### src/rtl/rv32i_id_pipe_if.sv
// Decode-stage bus: fetch inputs, register-file read port, execute feedback and decode outputs.
interface rv32i_id_pipe_if #(
   parameter int XLEN  = 32,
   parameter int CNT_W = 16
);
   logic [31:0]      iw_in;
   logic [XLEN-1:0]  pc_in;
   logic             valid_in;
   logic [XLEN-1:0]  rs1_data;
   logic [XLEN-1:0]  rs2_data;
   logic             stall_in;
   logic             flush_in;
   logic [4:0]       ex_wb_reg;
   logic             ex_is_load;
   logic [4:0]       rs1_reg;
   logic [4:0]       rs2_reg;
   logic [XLEN-1:0]  pc_out;
   logic [31:0]      iw_out;
   logic [XLEN-1:0]  rs1_data_out;
   logic [XLEN-1:0]  rs2_data_out;
   logic [4:0]       wb_reg_out;
   logic             wb_en_out;
   logic             valid_out;
   logic             stall_out;
   logic             halted;
   logic [CNT_W-1:0] bubble_cnt;

   modport slave (
      input  iw_in, pc_in, valid_in, rs1_data, rs2_data, stall_in, flush_in,
             ex_wb_reg, ex_is_load,
      output rs1_reg, rs2_reg, pc_out, iw_out, rs1_data_out, rs2_data_out,
             wb_reg_out, wb_en_out, valid_out, stall_out, halted, bubble_cnt
   );

   modport master (
      output iw_in, pc_in, valid_in, rs1_data, rs2_data, stall_in, flush_in,
             ex_wb_reg, ex_is_load,
      input  rs1_reg, rs2_reg, pc_out, iw_out, rs1_data_out, rs2_data_out,
             wb_reg_out, wb_en_out, valid_out, stall_out, halted, bubble_cnt
   );
endinterface

### src/rtl/rv32i_id_pipe.sv
// RV32I decode pipeline register with stall/flush/bubble handling and EBREAK halt.
// Load-use hazard detection is compiled in only when RV32I_ID_HAZARD_EN is defined.
module rv32i_id_pipe #(
   parameter int          XLEN   = 32,
   parameter logic [31:0] NOP_IW = 32'h00000013,
   parameter int          CNT_W  = 16
) (
   input logic            clk,
   input logic            reset,
   rv32i_id_pipe_if.slave bus
);
   localparam logic [31:0] EBREAK_IW = 32'h00100073;

   typedef enum logic {S_RUN, S_HALT} state_t;

   state_t r_state, w_state_nxt;

   logic              w_hazard;
   logic              w_halt;
   logic              w_bubble;
   logic              w_xfer;
   logic              w_stall_out;
   logic [XLEN-1:0]   r_pc_p1;
   logic [31:0]       r_iw_p1;
   logic [XLEN-1:0]   r_rs1_p1;
   logic [XLEN-1:0]   r_rs2_p1;
   logic [4:0]        r_wbr_p1;
   logic              r_wbe_p1;
   logic              vld_p1;
   logic [CNT_W-1:0]  r_bubble_cnt;

   function automatic logic [CNT_W-1:0] f_sat_inc(input logic [CNT_W-1:0] c);
      return (&c) ? c : c + CNT_W'(1);
   endfunction

   function automatic logic f_wb_en(input logic [31:0] iw, input logic vld);
      logic [6:0] op;
      op = iw[6:0];
      return vld && (op != 7'b0100011) && (op != 7'b1100011) &&
             (op != 7'b1110011) && (iw[11:7] != 5'd0);
   endfunction

   assign bus.rs1_reg = bus.iw_in[19:15];
   assign bus.rs2_reg = bus.iw_in[24:20];

`ifdef RV32I_ID_HAZARD_EN
   assign w_hazard = bus.valid_in & bus.ex_is_load & (bus.ex_wb_reg != 5'd0) &
                     ((bus.ex_wb_reg == bus.iw_in[19:15]) | (bus.ex_wb_reg == bus.iw_in[24:20]));
`else
   logic w_unused_hz;
   assign w_unused_hz = ^{bus.ex_wb_reg, bus.ex_is_load};
   assign w_hazard    = 1'b0;
`endif

   assign w_halt   = (r_state == S_HALT);
   assign w_bubble = !bus.stall_in && (bus.flush_in || w_hazard || w_halt);
   assign w_xfer   = !bus.stall_in && !bus.flush_in && !w_hazard && !w_halt;

   always_ff @(posedge clk) begin
      if (reset) r_state <= S_RUN;
      else       r_state <= w_state_nxt;
   end

   // A killed (flushed) or hazard-blocked EBREAK never reaches the transfer path, so it cannot halt
   always_comb begin
      w_state_nxt = r_state;
      w_stall_out = bus.stall_in | w_hazard | w_halt;
      if (r_state == S_RUN && w_xfer && bus.valid_in && bus.iw_in == EBREAK_IW)
         w_state_nxt = S_HALT;
   end

   // Stage boundary: decode -> execute
   always_ff @(posedge clk) begin
      if (reset) begin
         r_pc_p1      <= '0;
         r_iw_p1      <= NOP_IW;
         r_rs1_p1     <= '0;
         r_rs2_p1     <= '0;
         r_wbr_p1     <= '0;
         r_wbe_p1     <= 1'b0;
         vld_p1       <= 1'b0;
         r_bubble_cnt <= '0;
      end else if (bus.stall_in) begin
         r_pc_p1 <= r_pc_p1;
      end else if (w_bubble) begin
         r_iw_p1      <= NOP_IW;
         r_wbe_p1     <= 1'b0;
         vld_p1       <= 1'b0;
         r_bubble_cnt <= f_sat_inc(r_bubble_cnt);
      end else begin
         r_pc_p1  <= bus.pc_in;
         r_iw_p1  <= bus.iw_in;
         r_rs1_p1 <= bus.rs1_data;
         r_rs2_p1 <= bus.rs2_data;
         r_wbr_p1 <= bus.iw_in[11:7];
         r_wbe_p1 <= f_wb_en(bus.iw_in, bus.valid_in);
         vld_p1   <= bus.valid_in;
      end
   end

   assign bus.pc_out       = r_pc_p1;
   assign bus.iw_out       = r_iw_p1;
   assign bus.rs1_data_out = r_rs1_p1;
   assign bus.rs2_data_out = r_rs2_p1;
   assign bus.wb_reg_out   = r_wbr_p1;
   assign bus.wb_en_out    = r_wbe_p1;
   assign bus.valid_out    = vld_p1;
   assign bus.stall_out    = w_stall_out;
   assign bus.halted       = w_halt;
   assign bus.bubble_cnt   = r_bubble_cnt;
endmodule

### src/flat_wrapper.sv
// flat-port wrapper written by rule: the top's interface ports become plain ports
module rv32i_id_pipe_flat 
#(
   parameter int          XLEN   = 32,
   parameter logic [31:0] NOP_IW = 32'h00000013,
   parameter int          CNT_W  = 16
)
  (clk, reset, bus_iw_in, bus_pc_in, bus_valid_in, bus_rs1_data, bus_rs2_data, bus_stall_in, bus_flush_in, bus_ex_wb_reg, bus_ex_is_load, bus_rs1_reg, bus_rs2_reg, bus_pc_out, bus_iw_out, bus_rs1_data_out, bus_rs2_data_out, bus_wb_reg_out, bus_wb_en_out, bus_valid_out, bus_stall_out, bus_halted, bus_bubble_cnt);
  rv32i_id_pipe_if #(.XLEN(XLEN), .CNT_W(CNT_W)) bus_i ();
  input logic clk;
  input logic reset;
  input wire logic [$bits(bus_i.iw_in)-1:0] bus_iw_in;
  input wire logic [$bits(bus_i.pc_in)-1:0] bus_pc_in;
  input wire logic [$bits(bus_i.valid_in)-1:0] bus_valid_in;
  input wire logic [$bits(bus_i.rs1_data)-1:0] bus_rs1_data;
  input wire logic [$bits(bus_i.rs2_data)-1:0] bus_rs2_data;
  input wire logic [$bits(bus_i.stall_in)-1:0] bus_stall_in;
  input wire logic [$bits(bus_i.flush_in)-1:0] bus_flush_in;
  input wire logic [$bits(bus_i.ex_wb_reg)-1:0] bus_ex_wb_reg;
  input wire logic [$bits(bus_i.ex_is_load)-1:0] bus_ex_is_load;
  output wire logic [$bits(bus_i.rs1_reg)-1:0] bus_rs1_reg;
  output wire logic [$bits(bus_i.rs2_reg)-1:0] bus_rs2_reg;
  output wire logic [$bits(bus_i.pc_out)-1:0] bus_pc_out;
  output wire logic [$bits(bus_i.iw_out)-1:0] bus_iw_out;
  output wire logic [$bits(bus_i.rs1_data_out)-1:0] bus_rs1_data_out;
  output wire logic [$bits(bus_i.rs2_data_out)-1:0] bus_rs2_data_out;
  output wire logic [$bits(bus_i.wb_reg_out)-1:0] bus_wb_reg_out;
  output wire logic [$bits(bus_i.wb_en_out)-1:0] bus_wb_en_out;
  output wire logic [$bits(bus_i.valid_out)-1:0] bus_valid_out;
  output wire logic [$bits(bus_i.stall_out)-1:0] bus_stall_out;
  output wire logic [$bits(bus_i.halted)-1:0] bus_halted;
  output wire logic [$bits(bus_i.bubble_cnt)-1:0] bus_bubble_cnt;
  assign bus_i.iw_in = bus_iw_in;
  assign bus_i.pc_in = bus_pc_in;
  assign bus_i.valid_in = bus_valid_in;
  assign bus_i.rs1_data = bus_rs1_data;
  assign bus_i.rs2_data = bus_rs2_data;
  assign bus_i.stall_in = bus_stall_in;
  assign bus_i.flush_in = bus_flush_in;
  assign bus_i.ex_wb_reg = bus_ex_wb_reg;
  assign bus_i.ex_is_load = bus_ex_is_load;
  assign bus_rs1_reg = bus_i.rs1_reg;
  assign bus_rs2_reg = bus_i.rs2_reg;
  assign bus_pc_out = bus_i.pc_out;
  assign bus_iw_out = bus_i.iw_out;
  assign bus_rs1_data_out = bus_i.rs1_data_out;
  assign bus_rs2_data_out = bus_i.rs2_data_out;
  assign bus_wb_reg_out = bus_i.wb_reg_out;
  assign bus_wb_en_out = bus_i.wb_en_out;
  assign bus_valid_out = bus_i.valid_out;
  assign bus_stall_out = bus_i.stall_out;
  assign bus_halted = bus_i.halted;
  assign bus_bubble_cnt = bus_i.bubble_cnt;
  rv32i_id_pipe #(.XLEN(XLEN), .NOP_IW(NOP_IW), .CNT_W(CNT_W)) u_core (.clk(clk), .reset(reset), .bus(bus_i));
endmodule
### config.mk
export PLATFORM = sky130hd
export DESIGN_NAME = rv32i_id_pipe_flat
export DESIGN_NICKNAME = d
export VERILOG_FILES = /design/src/rtl/rv32i_id_pipe_if.sv /design/src/rtl/rv32i_id_pipe.sv /design/src/flat_wrapper.sv
export SDC_FILE = /design/constraint.sdc
export NUM_CORES = 1
export LEC_CHECK = 0
export CAP_MARGIN = 20
export CORE_UTILIZATION = 42
export DETAILED_ROUTE_END_ITERATION = 7
export PLACE_DENSITY = 0.85
export SETUP_SLACK_MARGIN = 0.4
export SYNTH_ARGS = -nofsm -noshare
export SYNTH_HDL_FRONTEND = slang
export SYNTH_SLANG_ARGS = --single-unit
### constraint.sdc
create_clock -name clk -period 3.2 [get_ports clk]
set_input_delay 0.48 -clock clk [delete_from_list [all_inputs] [get_ports clk]]
set_output_delay 0.48 -clock clk [all_outputs]
set_load 0.05 [all_outputs]
==> flow_summary_export.csv <==
group,metric,value,unit
run_status,status,"complete, no violations",
layout,stdcell_area,9320,µm²
sta,drv_slew,0,
floorplanning,row_count,41,
drt,routed_via_density,5.118,
drt,vias,5814,
sta,fin_skew,0.005375,ns
global_routing,grt_use_met2,41.76,%
global_routing,gr-usage-all-layers,25.09,%
clock_network,h-tree-depth,4,
global_routing,grt_overflow_total,0,
pwr,ir_drop,0.5667,mV
synth,async_flop_share,0,%
synth,synth_flop_cell,"dfxtp_1",
floorplanning,die_h,117.9,µm
sta,maxSlewHeadroom,52.00,%
sta,hold_viol,0,
sta,fin_crit,2.432,ns
sta,period_share,76.01,%
clock_network,insertion_delay,0.42,ns
sta,setup_tns,0,ns
synth,synth_area_per_cell,8.216,µm²
min_path,hold_class,"register to register",
synth,synth_fp_nets,827,
clock_network,cts.sinks,152,
layout,layout-drive-gt1-share,5.509,%
worst_setup_path,required,2.72,ns
pwr,p_leak,3.341,nW
synth,netlist_instances,687,
clock_network,cts_hold_buffers,0,
place,place_congestion,0.7882,
global_routing,grt_pass1_wl,27610,µm
floorplanning,die_w,117.9,µm
drt,drtIter0Drc,445,
place,hpwl,11990,µm
floorplanning,core,12880,µm²
clock_network,post_cts_resized,0,
sta,hold_ws,0.4511,ns
global_routing,top_usage_layer,"met2",
pwr,p_sw,1.316,mW
synth,yosysSeqAreaShare,53.91,%
drt,drc,0,
synth,synth-seq-cells,152,
pwr,p_comb_share,16.7,%
sta,tightest_slew,0.7200,ns
floorplanning,start_util,43.83,%
synth,syn_area,5644,µm²
synth,synth_cell_types,41,
global_routing,grt_use_met3,9.884,%
global_routing,grt_start_max_net_pins,102,
sta,setup_violations,0,
drt,drt_first_pass_iters,5,
drt,wl_per_cell,15.61,µm
pwr,power.density,545.3,nW/µm²
global_routing,use_met1,27.69,%
drt,wirelength,17730,µm
worst_setup_path,critPathKind,"input pin to primary output",
place,placed_area,8630,µm²
sta,rsz0062_at_grt,"no",
global_routing,antenna_found_initial,2,
layout,syn_to_final_growth,65.13,%
drt,drtAntennaViolNets,0,
worst_setup_path,crit_path_max_fanout,24,
pwr,p_sw_share,25.90,%
flow_run,cap_violations,0,
worst_setup_path,critPathLaunchType,"input pin",
pwr,clkPwrFrac,43.8,%
clock_network,clkTransAtPathRegs,0.06,ns
pwr,internal_power,3.766,mW
clock_network,ctsRootBufferMaster,"clkbuf_16",
clock_network,cts_tree,"yes",
place,portBuffers,295,
layout,fin_nets,1089,
clock_network,cts_buffers,17,
global_routing,grt_pass1_vias,5469,
clock_network,clockBufferDepth,2,
worst_setup_path,worstPathArrival,1.95,ns
layout,fill_cells,935,
floorplanning,die_area,13910,µm²
synth,yosysWarnings,0,
sta,fmax,0.4111,GHz
worst_setup_path,endpoint_kind,"primary output",
clock_network,postCtsSetupBuffers,0,
pwr,p_seq_share,39.5,%
floorplanning,io_pins,302,
synth,synth_edf_count,0,
[state kept, by name (all words and copies together), names as in the netlist]
register	cells
u_core.bus.pc_out	32
u_core.bus.wb_en_out	1
u_core.bus.rs2_data_out	32
u_core.bus.bubble_cnt	16
u_core.bus.iw_out	32
u_core.bus.rs1_data_out	32
u_core.bus.valid_out	1
u_core.bus.halted	1
u_core.bus.wb_reg_out	5
[final timing paths]
check             slack (ns)                       end                      from  cells after the start
setup / recovery        0.77             bus_stall_out              bus_stall_in                      4
hold reg to reg         0.45  u_core.bus.wb_reg_out[2]  u_core.bus.wb_reg_out[2]                      2
setup reg to reg        0.95  u_core.bus.bubble_cnt[9]  u_core.bus.bubble_cnt[0]                      5
hold / removal          0.45  u_core.bus.wb_reg_out[2]  u_core.bus.wb_reg_out[2]                      2
[logic make-up (layout without fill, tap and decap cells)]
group	after synthesis	in the layout	share of synthesized area [%]
AOI/OAI and AO/OA	159	159	15.83
buffers and inverters	64	339	5.121
muxes	9	9	1.685
adders and majority gates	1	1	0.2216
other	0	2	0
DFF	152	152	53.91
and+or+nand+nor	302	302	23.23
[critical path, stage by stage]
cell and delay, ns:
clkdlybuf4s50_1 0.62, buf_4 0.34, or2_2 0.32, buf_4 0.19
[power groups by stage]
stage | Clock [mW] | Sequential [mW] | Combinational (mW)
finish | 2.23 | 2.01 | 0.849
CTS | 2.26 | 2.01 | 0.847
global route | 2.35 | 2.02 | 0.892
floorplan | 0 | 2.31 | 0.204
global placement | 0 | 2.04 | 0.836
detailed placement | 0 | 2.05 | 0.842
[area by class of cell]
type,instances,area (µm²),share of cell area (%)
Clock inverter,14,229.0,2.457
Clock buffer,18,429.2,4.605
Antenna cell,2,5.005,0.05370
Tap cell,172,215.2,2.309
Timing Repair Buffer,302,3058,32.81
Inverter,5,18.77,0.2014
Multi-Input combinational cell,471,2322,24.92
Sequential cell,152,3043,32.65
[Yosys cell counts, types with 4 or more instances]
cell	instances	area (µm²)
a21oi_1	116	580.6
a22oi_1	25	187.7
buf_2	6	30.03
buf_4	11	82.58
clkbuf_1	39	146.4
dfxtp_1	152	3043
inv_1	5	18.77
mux2_2	4	45.04
mux2i_1	5	50.05
nand2_1	214	803.3
nand3_1	4	20.02
nand4_1	9	56.30
nor2_1	34	127.6
nor2b_1	7	43.79
nor3_1	4	20.02
nor4_1	8	50.05
nor4b_1	4	35.03
o21ai_0	5	25.02
or4_1	5	37.54
[stage by stage]
stage	utilization [%]	worst slack [ns]	instances	total power, mW
floorplan	-	1.017	687	2.514
global placement	67.02	0.5629	1101	2.880
detailed placement	67.02	0.5323	1101	2.890
CTS	72.13	0.7677	1133	5.116
global route	72.38	0.7315	1136	5.260
finish	72.38	0.7676	1136	5.082
[layout by cell type (no fill, tap or decap), types with 3 or more instances in the layout]
master | synthesis | final
o31ai_1 | 3 | 3
nor2_1 | 34 | 34
nor4_1 | 8 | 8
nor3_1 | 4 | 3
buf_12 | 0 | 3
clkbuf_16 | 0 | 17
nor2b_1 | 7 | 7
nand4_1 | 9 | 9
dfxtp_1 | 152 | 152
mux2_2 | 4 | 4
nand3_1 | 4 | 4
or4_1 | 5 | 5
clkinv_2 | 0 | 5
bufinv_16 | 0 | 6
nor4b_1 | 4 | 4
clkdlybuf4s50_1 | 0 | 293
inv_1 | 5 | 5
a21oi_1 | 116 | 116
buf_4 | 11 | 5
o21ai_0 | 5 | 5
nand2_1 | 214 | 214
a22oi_1 | 25 | 25
mux2i_1 | 5 | 5
[routing by layer]
metal  wire (µm)  vias to the layer above
met5           0                        -
met4         573                        0
met3        1492                       38
met2        8694                      243
met1        6970                     2704
li1            -                     2829
(Power assumes the default switching activity.)
